[src/rtl/program_sequencer_ctrl.sv]
// program_sequencer_ctrl: program counter with RUN/HALT/STEP run-control, breakpoint and execute counter
// Ports: clk, sync_reset (sync, active-high); jmp/jmp_nz/dont_jmp/ir_nibble decoded jump controls;
//        halt_req/run_req/step_req run-control levels; bp_en/bp_addr breakpoint;
//        pm_addr program address, exec_en execute qualify, halted, step_ack, bp_hit, state,
//        instr_count executed-instruction count, from_PS debug copy of pc.
module program_sequencer_ctrl #(
    parameter int PC_WIDTH     = 8,
    parameter int CNT_WIDTH    = 16,
    parameter bit START_HALTED = 1'b0
) (
    input  logic                 clk,
    input  logic                 sync_reset,
    input  logic                 jmp,
    input  logic                 jmp_nz,
    input  logic                 dont_jmp,
    input  logic [3:0]           ir_nibble,
    input  logic                 halt_req,
    input  logic                 run_req,
    input  logic                 step_req,
    input  logic                 bp_en,
    input  logic [PC_WIDTH-1:0]  bp_addr,
    output logic [PC_WIDTH-1:0]  pm_addr,
    output logic                 exec_en,
    output logic                 halted,
    output logic                 step_ack,
    output logic                 bp_hit,
    output logic [1:0]           state,
    output logic [CNT_WIDTH-1:0] instr_count,
    output logic [7:0]           from_PS
);
    typedef enum logic [1:0] {RUN = 2'd0, HALT = 2'd1, STEP = 2'd2} state_t;
    state_t               st;
    logic [PC_WIDTH-1:0]  pc;
    logic                 resume;
    logic [7:0]           tgt8;
    logic                 bp_now;
    logic                 take;
    assign tgt8        = {ir_nibble, 4'h0};
    assign exec_en     = ~sync_reset & (st == RUN | st == STEP);
    // resume masks the breakpoint for the first RUN cycle so a resumed halt executes its instruction
    assign bp_now      = st == RUN & bp_en & pc == bp_addr & ~resume;
    assign take        = exec_en & (jmp | (jmp_nz & ~dont_jmp));
    assign pm_addr     = pc;
    assign from_PS     = 8'(pc);
    assign halted      = st == HALT;
    assign step_ack    = ~sync_reset & st == STEP;
    assign state       = st;
    always_ff @(posedge clk) begin
        if (sync_reset) begin
            pc          <= '0;
            instr_count <= '0;
            bp_hit      <= 1'b0;
            resume      <= 1'b1;
            st          <= START_HALTED ? HALT : RUN;
        end else begin
            pc     <= take ? tgt8[PC_WIDTH-1:0] : (st == HALT | bp_now) ? pc : pc + 1'b1;
            resume <= st != RUN;
            if (exec_en & ~&instr_count)
                instr_count <= instr_count + 1'b1;
            case (st)
                RUN: begin
                    if (halt_req | bp_now) st <= HALT;
                    if (bp_now) bp_hit <= 1'b1;
                end
                HALT: begin
                    if (run_req) begin
                        st     <= RUN;
                        bp_hit <= 1'b0;
                    end else if (step_req) begin
                        st     <= STEP;
                        bp_hit <= 1'b0;
                    end
                end
                default: st <= HALT;
            endcase
        end
    end
endmodule
[config.mk]
export PLATFORM = sky130hd
export DESIGN_NAME = program_sequencer_ctrl
export DESIGN_NICKNAME = d
export VERILOG_FILES = /design/src/rtl/program_sequencer_ctrl.sv
export SDC_FILE = /design/constraint.sdc
export NUM_CORES = 1
export LEC_CHECK = 0
export CORE_MARGIN = 2
export CORE_UTILIZATION = 47
export DETAILED_ROUTE_END_ITERATION = 16
export PLACE_DENSITY = 0.85
export SYNTH_ARGS = -nofsm -noshare
export SYNTH_HDL_FRONTEND = slang
export SYNTH_SLANG_ARGS = --single-unit
[constraint.sdc]
create_clock -name clk -period 3.2 [get_ports clk]
set_input_delay 0.64 -clock clk [delete_from_list [all_inputs] [get_ports clk]]
set_output_delay 0.64 -clock clk [all_outputs]
set_load 0.005 [all_outputs]
# After elaboration in Yosys (flattened, before gate mapping)
# Index checks and enable logic that the tools add are counted.
dict set report totals {
  ff_bits 28
  output_inout_bits 38
  elab_cells 48
}
dict set report classes {
  muxes 10
  add_sub_neg 2
  n_eq_ne 7
  reduce_logical 8
  n_bitwise 15
}
# cell count
set ops {}
lappend ops {{16-bit by 1-bit adder with 16-bit output (second input constant)} 1}
lappend ops {{8-bit two-way mux} 2}
lappend ops {{16-bit AND reduction} 1}
lappend ops {{8-bit by 1-bit adder with 8-bit output (second input constant)} 1}
lappend ops {{1-bit AND} 8}
lappend ops {{8-bit == test} 1}
lappend ops {{2-bit two-way mux} 3}
lappend ops {{2-bit inequality test (second input constant)} 2}
lappend ops {{1-bit bitwise OR} 4}
lappend ops {{2-bit one-hot mux with 2 select lines} 1}
lappend ops {{2-bit nonzero test} 2}
lappend ops {{1-bit two-way mux} 3}
lappend ops {{3-bit inequality test (second input constant)} 1}
lappend ops {{1-bit inverter} 3}
lappend ops {{3-bit AND reduction} 1}
lappend ops {{2-bit by 1-bit == test with 1-bit output (second input constant)} 1}
lappend ops {{2-bit == test (second input constant)} 1}
lappend ops {{2-bit zero test} 1}
lappend ops {{2-bit by 1-bit inequality test with 1-bit output (second input constant)} 1}
lappend ops {{1-bit one-hot mux with 2 select lines} 1}
lappend ops {{2-bit AND reduction} 1}
lappend ops {{2-bit OR reduction} 1}
lappend ops {{1-bit zero test} 1}

# Longest topological paths before layout
dict set report logic_depth {
  ltp_word 7
  ltp_mapped 6
  ltp_nobuf 6
}

# Least setup slack after synthesis
# No wires, ideal clock.
dict set report synth_path {
  kind {input -> output}
  from {input port sync_reset}
  to {output port step_ack}
  path_buffers 0
  path_slack_ns 1.460
  t_arrival_ns 1.100
  path_stages 3
  required_ns 2.560
  path_cell_list {nor2_1 -> inv_1 -> nor2_1}
}
dict set report synth_between {
  elab_chain_len 2
}
# item line_no
set synth_rtl {}
lappend synth_rtl {{start, declared} 12} ;# input logic sync_reset,
lappend synth_rtl {{1-bit inverter} 46} ;# assign step_ack = ~sync_reset & st == STEP;
lappend synth_rtl {{1-bit AND} 46}
lappend synth_rtl {{end, declared} 25} ;# output logic step_ack,
# No other way between the ends.

# Worst setup path in the final report
# Ends and elaborated chain as after synthesis.

==> reports/qor.csv <==
metric,value,unit
status,finished clean,
layout cells sized above 1,4.74,%
Synth cell types,37,
routed vias/inst,5.48,
"Seq/Total Area, Yosys",36.2,%
1st-pass router iterations,4,
final RePlAce weighted congestion,0.910,
Final Setup Violations,0,
Flop pwr share,58.3,%
number of max-cap violations,0,
slowest CP cell,clkdlybuf4s50_1,
fin crit period,2680,ps
"wirelength, routed",3.89,mm
"Async S/R FF share, synth",0,%
DR WL/cell,14.1,microns
die area,3770,sq um
H-tree Lvls,1,
r2r setup slk,1250,ps
CP Launch Type,input pin,
CTS resizes,0,
mapped cell area,1550,sq um
Die Y,61.4,microns
Final Max Tran Viols,0,
Clk network pwr share,21.8,%
clk sinks,28,
Tcrit/Tclk final,83.7,%
skew final,7.53,ps
row count,20,
Synth area leaders,"dfxtp_1 (36%), xnor2_1 (9.6%), nor2_1 (6.1%), buf_4 (3.9%), nand2_1 (3.6%)",
max_slew headroom,57.8,%
Syn. warnings,0,
Bufs on Longest Clock Path,2,
DRC viols,0,
Pint,0.489,mW
"EDFF count, synth",0,
Post-CTS Setup Inserts,0,
fmax,0.373,GHz
gr usage total,22.5,%
area of the core,3100,sq um
Buffers on Ports,58,
root cell of the clock tree,clkbuf_4,
PD cells,313,nW/um^2
DPL Wire Length,2.96,mm
VDD IR-drop max,203,uV
CTS Hold Bufs,0,
Area Growth Syn to Fin,37.7,%
Hold Path Class,register to register,
critical path cell sequence,clkdlybuf4s50_1 -> nor2_1 -> inv_1 -> nor2_1 -> clkdlybuf4s50_1,
Starting Density,49.9,%
largest net degree at the start of global routing,25,
worst-skew pair later-pin latency,330,ps
Switching Share,26.6,%
Yosys top cell area share,36.2,%
mean post-synth cell area,8.50,sq um
CP peak stage delay,500,ps
Logic pwr share,19.9,%
1st-iter DRT viols,56,
Worst Path Arrival,2040,ps
vias in the first global route,1459,
critical path's top delay family,buffers and inverters,
initial antenna violation count,0,
critical path class,input pin to output pin,
# nets final,257,
final hold slack,535,ps
Psw,0.177,mW
cell with the most instances after synthesis,dfxtp_1,
Mapped Nets,205,
CP bufs+invs,3,
GRT overflow,0,
clk slew on worst S/H paths,140,ps
Die Wd,61.4,microns
Fin. Hold Viols,0,
Critical Path End Type,output pin,
crit path max fanout,5,
CP required,2560,ps
Num CTS Buffers,3,
LEAKAGE,0.714,nW
Least-Margin Pin Slew,630,ps
total number of vias,1512,
synth cell count leaders,"dfxtp_1 (28), nor2_1 (25), xnor2_1 (17)",
leading area contributor after synthesis,dfxtp_1,
Synth Instances,182,
predominant post-synthesis flop cell,dfxtp_1,
post-route ant nets,0,
number of top-level pins,59,
post-route setup slack,523,ps
RSZ-0062 raised after global routing,false,
post-place setup slack,520,ps
first-pass GRT wire length,6.33,mm
diodes inserted,0,
TritonCTS clock tree,done,
setup TNS,0,ps
Yosys reg bits,28,
==> final timing paths <==
check | from | to | depth (start not counted)
min | bp_hit | bp_hit | 2
max | sync_reset | step_ack | 5
max reg2reg | instr_count[0] | instr_count[12] | 6
min reg2reg | bp_hit | bp_hit | 2
==> tightest hold or removal path: stages, from the launching register on <==
cell     delay (ps)
dfxtp_1         350
a21oi_1         120
nor2_1           50
==> final cells by class <==
| class | count | area [sq um] |
|---|---|---|
| fillers | 277 | 972 |
| inverters | 7 | 26.3 |
| flip-flops and latches | 28 | 561 |
| clock buffers | 3 | 22.5 |
| repair buffers | 59 | 588 |
| well taps | 44 | 55.1 |
| multi-input cells | 135 | 878 |
==> sequential cells by signal, indices dropped and copies added (netlist names) <==
signal	count
resume	1
bp_hit	1
state	2
from_PS	8
instr_count	16
==> power groups by stage <==
| stage | clock network [mW] | logic [mW] | registers (mW) |
|---|---|---|---|
| finish | 0.145 | 0.133 | 0.388 |
| global route | 0.163 | 0.147 | 0.392 |
| CTS | 0.150 | 0.134 | 0.388 |
| detailed placement | 0 | 0.134 | 0.396 |
| global placement | 0 | 0.131 | 0.395 |
| floorplan | 0 | 0.0652 | 0.389 |
==> cell families after synthesis <==
kind of cell / Yosys count / share of synthesized area (%)
buffers and inverters: 19 / 7.03
muxes: 2 / 1.29
xor gates and xnor gates: 23 / 13.0
and+or+nand+nor: 82 / 29.3
adders and majority gates: 2 / 1.62
AOI/OAI and AO/OA: 26 / 11.5
DFF: 28 / 36.2
==> routing by layer <==
layer	wire length, microns	share of wire [%]	GRT usage (%)	vias up
li1	-	-	-	754
met1	1600	41	27.4	682
met2	1930	50	40.1	72
met3	331	8.5	3.78	4
met4	34	0.87	7.60	0
met5	0	0	0	-
==> per-stage QoR <==
stage / instance area [sq um] / utilization [%] / instances / power (mW)
2_1_floorplan: 1550 / - / 182 / 0.454
3_3_place_gp: 2110 / 67.9 / 273 / 0.526
3_5_place_dp: 2110 / 67.9 / 273 / 0.529
4_1_cts: 2130 / 68.7 / 276 / 0.672
5_1_grt: 2130 / 68.7 / 276 / 0.701
6_report: 2130 / 68.7 / 276 / 0.666
==> cells in the final DEF (no fill, tap or decap), types with 2 or more instances in the layout <==
master           synthesis  final
clkdlybuf4s50_1          0     58
dfxtp_1                 28     28
nor2_1                  25     25
xnor2_1                 17     17
nand2_1                 15     15
nand3_1                 10     10
nand4_1                  9      9
inv_1                    7      7
a21oi_1                  7      7
xor2_1                   6      6
or4_1                    5      5
a211oi_1                 4      4
o211ai_1                 4      4
o21ai_0                  3      3
o31ai_1                  3      3
clkbuf_4                 0      3
and4_1                   2      2
a31oi_1                  2      2
and3_1                   2      2
mux2i_1                  2      2
nor4_1                   2      2
nor3_1                   2      2
ha_1                     2      2
Note: power is estimated with default switching activity, not from simulation.
